$ cat config.mk
export PLATFORM = sky130hd
export DESIGN_NAME = stopwatch_count_scan
export DESIGN_NICKNAME = d
export VERILOG_FILES = /design/src/rtl/stopwatch_count_scan.sv
export SDC_FILE = /design/constraint.sdc
export NUM_CORES = 1
export LEC_CHECK = 0
export ABC_AREA = 1
export CAP_MARGIN = 30
export CORE_MARGIN = 2
export CORE_UTILIZATION = 37
export DETAILED_ROUTE_END_ITERATION = 7
export PLACE_DENSITY_LB_ADDON = 0.3
export SETUP_SLACK_MARGIN = 0.02
export SLEW_MARGIN = 15
export SYNTH_ARGS = -nofsm -noshare
export SYNTH_HDL_FRONTEND = slang
export SYNTH_SLANG_ARGS = --single-unit
export TNS_END_PERCENT = 10
$ cat constraint.sdc
create_clock -name clk -period 4.7 [get_ports clk]
set_input_delay 0.705 -clock clk [delete_from_list [all_inputs] [get_ports clk]]
set_output_delay 0.705 -clock clk [all_outputs]
set_load 0.01 [all_outputs]
$ cat src/rtl/stopwatch_count_scan.sv
// Stopwatch core: start/stop/clear FSM, BCD MM:SS counter and 4-digit 7-segment scan driver.
// Optional lap/freeze display hold is enabled by defining LAP_HOLD_EN.
module stopwatch_count_scan #(
  parameter int MIN_MAX = 99,
  parameter bit SEG_POL = 1'b0
) (
  input  logic        clk,
  input  logic        reset,
  input  logic        sec_tick,
  input  logic        scan_tick,
  input  logic        btn_start,
  input  logic        btn_clear,
  input  logic        btn_lap,
  output logic [3:0]  an,
  output logic [6:0]  seg,
  output logic        dp,
  output logic [15:0] bcd,
  output logic        running,
  output logic        wrap
);
  typedef enum logic [1:0] {S_IDLE, S_RUN, S_PAUSE} state_t;

  localparam logic [7:0] MM_BCD = {4'(MIN_MAX / 10), 4'(MIN_MAX % 10)};

  state_t      r_state;
  logic        r_start_q, r_clear_q;
  logic [15:0] r_bcd;
  logic        r_running, r_wrap;
  logic [1:0]  r_idx;
  logic [3:0]  r_an;
  logic [6:0]  r_seg;
  logic        r_dp;

  logic        w_start_e, w_clear_e, w_at_max;
  logic [15:0] w_bcd_inc, w_disp;
  logic [3:0]  w_digit;

  assign w_start_e = btn_start & ~r_start_q;
  assign w_clear_e = btn_clear & ~r_clear_q;
  assign w_at_max  = (r_bcd[15:8] == MM_BCD) && (r_bcd[7:0] == 8'h59);

  // Ripple BCD increment; the wrap at MIN_MAX:59 is handled separately.
  always_comb begin
    w_bcd_inc = r_bcd;
    if (r_bcd[3:0] != 4'd9) w_bcd_inc[3:0] = r_bcd[3:0] + 4'd1;
    else begin
      w_bcd_inc[3:0] = 4'd0;
      if (r_bcd[7:4] != 4'd5) w_bcd_inc[7:4] = r_bcd[7:4] + 4'd1;
      else begin
        w_bcd_inc[7:4] = 4'd0;
        if (r_bcd[11:8] != 4'd9) w_bcd_inc[11:8] = r_bcd[11:8] + 4'd1;
        else begin
          w_bcd_inc[11:8]  = 4'd0;
          w_bcd_inc[15:12] = r_bcd[15:12] + 4'd1;
        end
      end
    end
  end

  always_ff @(posedge clk or posedge reset) begin
    if (reset) begin
      r_state   <= S_IDLE;
      r_start_q <= 1'b0;
      r_clear_q <= 1'b0;
      r_bcd     <= 16'h0000;
      r_running <= 1'b0;
      r_wrap    <= 1'b0;
    end else begin
      r_start_q <= btn_start;
      r_clear_q <= btn_clear;
      r_wrap    <= 1'b0;
      if (r_state == S_RUN && sec_tick) begin
        if (w_at_max) begin
          r_bcd  <= 16'h0000;
          r_wrap <= 1'b1;
        end else begin
          r_bcd <= w_bcd_inc;
        end
      end
      // Clear outranks start outside RUN; clear is ignored while running.
      case (r_state)
        S_IDLE: begin
          if (w_clear_e) r_bcd <= 16'h0000;
          else if (w_start_e) begin
            r_state   <= S_RUN;
            r_running <= 1'b1;
          end
        end
        S_RUN: begin
          if (w_start_e) begin
            r_state   <= S_PAUSE;
            r_running <= 1'b0;
          end
        end
        S_PAUSE: begin
          if (w_clear_e) begin
            r_state <= S_IDLE;
            r_bcd   <= 16'h0000;
          end else if (w_start_e) begin
            r_state   <= S_RUN;
            r_running <= 1'b1;
          end
        end
        default: begin
          r_state   <= S_IDLE;
          r_running <= 1'b0;
        end
      endcase
    end
  end

`ifdef LAP_HOLD_EN
  logic        r_lap_q, r_frozen;
  logic [15:0] r_lap;
  logic        w_lap_e;

  assign w_lap_e = btn_lap & ~r_lap_q;

  always_ff @(posedge clk or posedge reset) begin
    if (reset) begin
      r_lap_q  <= 1'b0;
      r_frozen <= 1'b0;
      r_lap    <= 16'h0000;
    end else begin
      r_lap_q <= btn_lap;
      if (r_state == S_RUN && w_lap_e) begin
        r_frozen <= ~r_frozen;
        if (!r_frozen) r_lap <= r_bcd;
      end
      // Leaving PAUSE via clear is the only way into IDLE.
      if (r_state == S_PAUSE && w_clear_e) r_frozen <= 1'b0;
    end
  end

  assign w_disp = r_frozen ? r_lap : r_bcd;
`else
  logic w_unused_lap;
  assign w_unused_lap = btn_lap;
  assign w_disp       = r_bcd;
`endif

  function automatic logic [6:0] f_dec(input logic [3:0] d);
    case (d)
      4'd0: f_dec = 7'b0111111;
      4'd1: f_dec = 7'b0000110;
      4'd2: f_dec = 7'b1011011;
      4'd3: f_dec = 7'b1001111;
      4'd4: f_dec = 7'b1100110;
      4'd5: f_dec = 7'b1101101;
      4'd6: f_dec = 7'b1111101;
      4'd7: f_dec = 7'b0000111;
      4'd8: f_dec = 7'b1111111;
      4'd9: f_dec = 7'b1101111;
      default: f_dec = 7'b0000000;
    endcase
  endfunction

  assign w_digit = w_disp[{r_idx, 2'b00} +: 4];

  always_ff @(posedge clk or posedge reset) begin
    if (reset) begin
      r_idx <= 2'd0;
      r_an  <= 4'b1110;
      r_seg <= SEG_POL ? f_dec(4'd0) : ~f_dec(4'd0);
      r_dp  <= ~SEG_POL;
    end else begin
      if (scan_tick) r_idx <= r_idx + 2'd1;
      r_an  <= ~(4'b0001 << r_idx);
      r_seg <= SEG_POL ? f_dec(w_digit) : ~f_dec(w_digit);
      r_dp  <= (r_idx == 2'd2) ? SEG_POL : ~SEG_POL;
    end
  end

  assign an      = r_an;
  assign seg     = r_seg;
  assign dp      = r_dp;
  assign bcd     = r_bcd;
  assign running = r_running;
  assign wrap    = r_wrap;
endmodule

# --- Yosys cells after proc, flatten, opt, wreduce, memory -nomap -nowiden ---
# Memory sizes are Yosys's and may differ from the RTL's.
# Index checks and enable logic that the tools add are counted.
totals:
  register_bits: 36
  mem_bits_ro: 112
  word_cells: 64
  n_memories: 1
classes:
  n_addsub: 5
  eq_ne: 12
  shift: 2
  mux: 22
  bitwise_logic: 6
  reduce_logical: 6
memory_table:
  columns: ["name", "words", "width", "rd", "rd_ports_with_merged_regs", "write_ports", "line", "source"]
  rows:
  - ["(name not given)", 16, 7, 1, 0, 0, "143", "case (d)"]
op_table:
  columns: ["cell", "count"]
  rows:
  - ["16-bit 2-to-1 mux", 4]
  - ["4-bit by 1-bit adder with 4-bit output, second input constant", 4]
  - ["4-bit 2-to-1 mux", 4]
  - ["16-bit by 5-bit variable part select with 4-bit output", 1]
  - ["12-bit 2-to-1 mux", 1]
  - ["8-bit by 7-bit == test with 1-bit output, second input constant", 1]
  - ["8-bit == test, second input constant", 1]
  - ["2-bit 2-to-1 mux", 4]
  - ["8-bit 2-to-1 mux", 1]
  - ["4-bit inequality test, second input constant", 2]
  - ["7-bit NOT", 1]
  - ["1-bit 2-to-1 mux", 6]
  - ["2-bit inequality test, second input constant", 3]
  - ["2-bit one-hot mux with 3 select lines", 1]
  - ["2-bit == test, second input constant", 2]
  - ["4-bit by 3-bit inequality test with 1-bit output, second input constant", 1]
  - ["4-bit NOT", 1]
  - ["1-bit by 2-bit << shifter with 4-bit output, first input constant", 1]
  - ["3-bit AND reduction", 1]
  - ["2-bit by 1-bit adder with 2-bit output, second input constant", 1]
  - ["1-bit AND", 2]
  - ["2-bit by 1-bit == test with 1-bit output, second input constant", 1]
  - ["1-bit logical AND", 2]
  - ["2-bit logical NOT", 1]
  - ["5 further kinds", 6]

# --- Depth between registers and ports, before layout ---
# Gate-level depths: netlist (run 1).
depth:
  ltp_word: 8
  ltp_mapped: 10
  depth_no_buf: 10

# --- Worst setup path after synthesis (run 1) ---
# OpenSTA, ideal clock, no wires.
synth_timing:
  path_type: "register to register"
  from: "reg r_idx[0]"
  to: "reg r_seg[3], in the netlist seg[3]"
  setup_time_ps: 119
  t_arrival_ps: 1457
  required_time_ps: 4581
  setup_slack_ps: 3125
  stages_incl_launch_ff: 10
  cell_sequence: "dfrtp_1 > buf_6 > a21oi_1 > o21ai_0 > nand2_1 > inv_2 > ha_1 > nand3_1 > nand3_1 > nand2_1"
synth_between:
  elab_chain_cells: 3
synth_rtl:
  columns: ["element", "line", "source"]
  rows:
  - ["start, declared", "29", "logic [1:0] r_idx;"]
  - ["start signal, assigned", "167", "if (scan_tick) r_idx <= r_idx + 2'd1;"]
  - ["16-bit by 5-bit variable part select with 4-bit output", "158", "assign w_digit = w_disp[{r_idx, 2'b00} +: 4];"]
  - ["memory 16 x 7 bit", null, null]
  - ["7-bit NOT", "169", "r_seg <= SEG_POL ? f_dec(w_digit) : ~f_dec(w_digit);"]
  - ["end signal, assigned", "164", "r_seg <= SEG_POL ? f_dec(4'd0) : ~f_dec(4'd0);"]
  - ["end signal, assigned", "169", null]
  - ["end, declared", "31", "logic [6:0] r_seg;"]
# Every way passes these cells.
# A chain may end at the register's enable or synchronous reset.

# --- Worst setup path in the final report (run 1) ---
layout_timing:
  from: "reg r_bcd[6], in the netlist bcd[6]"
  to: "out bcd[6]"
layout_rtl:
  columns: ["element", "line", "source"]
  rows:
  - ["start, declared", "27", "logic [15:0] r_bcd;"]
  - ["start signal, assigned", "77", "r_bcd <= w_bcd_inc;"]
  - ["end, declared", "17", "output logic [15:0] bcd,"]
# No word-level cell between the ends.

==> results of run 1 <==
==> synthesized netlist by cell type (all sizes together) <==
| library cell | instances | area (µm²) |
|---|---|---|
| ha | 18 | 225 |
| o21bai | 1 | 7.51 |
| dfrtp | 31 | 776 |
| nand3 | 25 | 168 |
| a21oi | 11 | 55.1 |
| and3 | 1 | 7.51 |
| nand2 | 46 | 205 |
| a211oi | 1 | 7.51 |
| o31ai | 1 | 7.51 |
| xnor2 | 1 | 8.76 |
| nor2 | 22 | 109 |
| o211ai | 3 | 27.5 |
| dfstp | 4 | 105 |
| nor3 | 5 | 25.0 |
| nand3b | 2 | 15.0 |
| inv | 35 | 131 |
| o21ai | 14 | 77.6 |
| nand4 | 2 | 12.5 |
| xor2 | 2 | 17.5 |
| or2 | 1 | 6.26 |
| and2 | 1 | 6.26 |
| buf | 2 | 18.8 |
==> through the flow <==
step	setup WS (ps)	hold WS (ps)
2_1_floorplan	3120	453
5_1_grt	2520	526
3_3_place_gp	2400	466
3_5_place_dp	2390	463
4_1_cts	2610	483
6_report	2630	484
==> path summary, 6_finish.rpt <==
kind,start,end,cells after the start
max in group asynchronous,reset,seg[6],3
min,r_state[1],r_state[1],1
max reg2reg,r_idx[0],seg[5],9
min in group asynchronous,reset,bcd[0],3
min reg2reg,r_state[1],r_state[1],1
max,bcd[6],bcd[6],1
==> flip-flops by register name (all words and copies together) (netlist names) <==
register,count
r_start_q,1
r_state,2
r_idx,2
bcd,16
r_clear_q,1
an,3
wrap,1
seg,7
running,1
dp,1
==> report_power, final <==
part	internal (W)	switching (W)	leakage, nW
Sequential	0.000389	0.0000618	0.448
Combinational	0.000229	0.000289	0.767
Clock	0.000105	0.0000993	0.0395
==> cell families (layout without fill, tap and decap cells) <==
logic type | Yosys count | after routing | synth area share
and+or+nand+nor | 105 | 105 | 0.274
xor gates and xnor gates | 3 | 3 | 0.0130
adders and majority gates | 18 | 18 | 0.112
buffers and inverters | 37 | 79 | 0.0743
AOI/OAI and AO/OA | 31 | 31 | 0.0905
DFF | 35 | 35 | 0.436
==> layout by cell type, fill, tap and decap left out <==
master	netlist	final
ha_1	18	18
nand2_4	3	3
nor2_2	1	1
a211oi_1	1	1
and3_2	1	1
nand3b_1	2	2
nand3_4	3	3
dfrtp_1	31	31
nor3_1	5	5
clkdlybuf4s50_1	0	35
buf_4	1	1
or2_0	1	1
xor2_1	2	2
nand4_1	2	2
o21ai_1	1	1
nor2_4	1	1
and2_1	1	1
dfstp_2	4	4
nor2_8	1	1
nor2_1	19	19
nand3_2	1	1
nand2_1	39	39
clkbuf_1	0	3
inv_1	31	31
clkbuf_8	0	5
o21bai_1	1	1
o21ai_0	11	11
o21ai_2	2	2
nand2_2	4	4
o211ai_1	2	2
a21oi_1	11	11
o31ai_1	1	1
o211ai_2	1	1
xnor2_1	1	1
nand3_1	21	21
inv_2	4	4
==> layout make-up <==
type / instances / area [µm²] / area share
timing repair buffer: 36 / 358 / 0.142
tap: 70 / 87.6 / 0.0347
inverter: 35 / 131 / 0.0520
sequential: 35 / 881 / 0.349
clock buffer: 8 / 80.1 / 0.0317
multi-input combinational: 157 / 988 / 0.391
==> per-layer routing <==
metal | share of wire | global-route usage
met1 | 0.48 | 0.194
met4 | 0.011 | 0.0643
met2 | 0.47 | 0.229
met3 | 0.043 | 0.0360
met5 | 0 | 0
==> results.txt, run 1 <==
Num CTS Buffers: 5
Total global-route track usage: 0.147
CP Cell Sequence: clkdlybuf4s50_1
Clock sink count: 35
Worst-skew pair later-pin latency: 290 ps
Routed wire per std cell: 11.7 µm
Layout cells sized above 1: 0.118
Flop2flop setup slack: 2780 ps
Total global routing overflow: 0
Global-route wire length before repair: 7.02 mm
Final hold violations: 0
Total number of vias: 1591
Fillers: 476
Initial antenna violation count: 0
# rows: 26
Synth Area per Inst: 8.82 µm²
Crit start category: register
Min-delay worst type: register to register
Tcrit/Tclk final: 0.441
Critical path arrival: 1370 ps
Drt total wl: 3.98 mm
Input/output buffers: 35
Nets: 295
N_diodes: 0
Root Driver: clkbuf_8
Die ar.: 0.00606 mm²
RSZ-0062 raised after global routing: no
Slowest CP cell: clkdlybuf4s50_1
Final setup violation count: 0
H-tree depth: 2
Status: completed
Final instance area: 0.00253 mm²
Crit path buf inv count: 1
Initial Utilization: 0.390
# Max-Cap Violations: 0
Tmin final: 2070 ps
DRC: 0
Synth Instances: 229
Max Clk Rate: 482 MHz
CP max stage delay: 600 ps
Synthesized Nets: 254
Slew HR: 0.691
Total power: 0.00117 W
Placer Congestion: 0.823
Core area: 0.00517 mm²
WP data required: 3990 ps
1st-iter DRT viols: 32
Max VDD drop: 214 µV
Clk buf depth: 2
Leak: 1.25 nW
Hold_buf cts: 0
I/O pin total: 37
Post-DP HPWL: 3.01 mm
Finished Layout Cells: 341
Clk_skew: 8.40 ps
Post-placement cell count: 333
Vias per Instance: 4.67
Final Util: 0.488
Yosys reg bits: 35
Clock transition at path regs: 70 ps
Pwr per Cell Area: 465 mW/mm²
Final max-slew violation count: 0
Yosys warns: 0
Register area share after synthesis: 0.436
Post-route ant nets: 0
Vias in the first global route: 1543
Cell variety after synth: 34
Pre-antenna DRT Iters: 4
Class of the most critical setup path: register to output pin
Layout area overhead: 25.1%
Worst Max-Slew Pin Slew: 463 ps
Postcts setup bufs: 0
Largest net degree at the start of global routing: 36
CTS tree: yes
Worst path top cell family by delay: buffers and inverters
CP Max Fanout: 6
Post-Place Cell Area: 0.00245 mm²
Netlist Area Pre-Place: 0.00202 mm²
Worst setup EP type: output pin
Post-cts gate resize count: 0
Die width: 77.9 µm
Chip height: 77.9 µm
TNS Setup: 0 ps
(Power assumes the default switching activity.)
==> inputs of run 2 (changes only) <==
clock period = 1.93 ns   (was 4.7 ns; I/O delays follow)
==> results.txt, run 2 (synthesized netlist as in run 1, its figures left out) <==
Status: completed (unchanged)
Class of the most critical setup path: register to register (was register to output pin)
Fillers: 471 (was 476)
Max Clk Rate: 605 MHz
Hold_buf cts: 0 (unchanged)
CTS tree: yes (unchanged)
Clock transition at path regs: 70 ps (about the same)
Layout cells sized above 1: 0.139 (was 0.118)
WP data required: 2110 ps (was 3990 ps)
Initial Utilization: 0.390 (unchanged)
Slew HR: 0.704 (was 0.691)
Worst Max-Slew Pin Slew: 444 ps (was 463 ps)
Worst-skew pair later-pin latency: 280 ps (was 290 ps)
Core area: 0.00517 mm² (unchanged)
Critical path arrival: 1830 ps (was 1370 ps)
Crit path buf inv count: 1 (unchanged)
Post-route ant nets: 0 (unchanged)
Post-DP HPWL: 2.86 mm (was 3.01 mm)
Final instance area: 0.00257 mm² (was 0.00253 mm²)
Pwr per Cell Area: 1160 mW/mm² (was 465 mW/mm²)
Placer Congestion: 0.813 (was 0.823)
Chip height: 77.9 µm (unchanged)
Crit start category: register (unchanged)
Input/output buffers: 35 (unchanged)
Nets: 298 (was 295)
Post-Place Cell Area: 0.00247 mm² (was 0.00245 mm²)
# rows: 26 (unchanged)
Global-route wire length before repair: 7.17 mm (was 7.02 mm)
Post-cts gate resize count: 0 (unchanged)
CP max stage delay: 490 ps (was 600 ps)
Worst setup EP type: register (was output pin)
Clk_skew: 4.33 ps (was 8.40 ps)
Max VDD drop: 560 µV (was 214 µV)
Flop2flop setup slack: 280 ps (was 2780 ps)
Postcts setup bufs: 0 (unchanged)
Num CTS Buffers: 5 (unchanged)
I/O pin total: 37 (unchanged)
Layout area overhead: 27.3% (was 25.1%)
TNS Setup: 0 ps (unchanged)
H-tree depth: 2 (unchanged)
Die width: 77.9 µm (unchanged)
Total global-route track usage: 0.150 (was 0.147)
Drt total wl: 3.87 mm (was 3.98 mm)
Total global routing overflow: 0 (unchanged)
Final setup violation count: 0 (unchanged)
1st-iter DRT viols: 45 (was 32)
Total number of vias: 1555 (was 1591)
Number of flip-flops in the largest register: 16 (unchanged)
Clock sink count: 35 (unchanged)
Reg2reg end: seg[3] (was seg[5])
Final max-slew violation count: 0 (unchanged)
Final hold violations: 0 (unchanged)
Vias per Instance: 4.52 (was 4.67)
RSZ-0062 raised after global routing: no (unchanged)
Commonest non-fill, non-tap cell in the layout: nand2_1 (unchanged)
Reg2reg start: r_idx[0] (unchanged)
DRC: 0 (unchanged)
# Max-Cap Violations: 0 (unchanged)
Worst R2R Path Depth: 8 (was 9)
Pre-antenna DRT Iters: 4 (unchanged)
CP Max Fanout: 12 (was 6)
Final Util: 0.497 (was 0.488)
Min-delay worst type: primary input to asynchronous set/reset pin (was register to register)
Root Driver: clkbuf_8 (unchanged)
CP Cell Sequence: a21oi_1, o21ai_0, nand2_1, inv_2, ha_1, nand3_1, nand3_1, nand2_1 (was clkdlybuf4s50_1)
Vias in the first global route: 1591 (was 1543)
Initial antenna violation count: 0 (unchanged)
Worst path top cell family by delay: flip-flops (was buffers and inverters)
Tmin final: 1650 ps
Most frequent cells in the layout: 39 x nand2_1, 35 x clkdlybuf4s50_1, 31 x inv_1 (was 39 x nand2_1, 35 x clkdlybuf4s50_1, 31 x inv_1, 31 x dfrtp_1, 21 x nand3_1)
Tcrit/Tclk final: 0.856
N_diodes: 0 (unchanged)
Leak: 1.28 nW (was 1.25 nW)
Largest net degree at the start of global routing: 36 (unchanged)
Slowest CP cell: dfrtp_2 (was clkdlybuf4s50_1)
Clk buf depth: 2 (unchanged)
Hold Slack: 406 ps (was 484 ps)
Routed wire per std cell: 11.3 µm (was 11.7 µm)
Die ar.: 0.00606 mm² (unchanged)
==> run 2: cell types whose count changed in the layout (fill, tap and decap cells not counted), sizes merged <==
cell	previous run	this run
buf	1	4
==> run 2: final cells by class <==
class                           count  area (µm²)  share of cell area
Clock buffer                        8         100              0.0389
Inverter                           35         131              0.0511
Multi-Input combinational cell    157         988               0.385
Sequential cell                    35         882               0.343
Tap cell                           70        87.6              0.0341
Timing Repair Buffer               39         380               0.148
==> run 2: where the power goes <==
| part | total (W) | leakage [nW] | internal [W] | switching, W |
|---|---|---|---|---|
| clock | 0.000579 | 0.0515 | 0.000326 | 0.000253 |
| combinational | 0.00130 | 0.782 | 0.000588 | 0.000710 |
| sequential | 0.00109 | 0.447 | 0.000950 | 0.000143 |
| total | 0.00297 | 1.28 | 0.00186 | 0.00111 |
==> run 2: worst reg2reg max path: cells and delay by family (launching register included) <==
family	cells	cell delay [ps]
DFF	1	490
and+or+nand+nor	4	430
adders and majority gates	1	280
AOI/OAI and AO/OA	2	250
buffers and inverters	1	90
==> run 2: metrics by stage <==
stage	instances	power, W	setup slack (ps)
2_1_floorplan	229	0.00195	355
5_1_grt	344	0.00328	133
6_report	344	0.00297	278
3_3_place_gp	336	0.00240	188
4_1_cts	344	0.00301	162
3_5_place_dp	336	0.00242	177
==> run 2: worst max-delay path by stage <==
| stage | from | to | slack [ps] | depth (start not counted) |
|---|---|---|---|---|
| after floorplan | r_idx[0] | seg[3] | 350 | 9 |
| after global placement | r_idx[0] | seg[5] | 190 | 9 |
| after detailed placement | r_idx[0] | seg[5] | 180 | 9 |
| after CTS | r_idx[0] | seg[5] | 160 | 9 |
| after global routing | r_idx[0] | seg[3] | 130 | 8 |
| final | r_idx[0] | seg[3] | 280 | 8 |
==> run 2: metal layers <==
| metal | track usage | part of all wire |
|---|---|---|
| met2 | 0.238 | 0.44 |
| met3 | 0.0326 | 0.027 |
| met4 | 0.0679 | 0.020 |
| met5 | 0 | 0 |
| met1 | 0.195 | 0.52 |
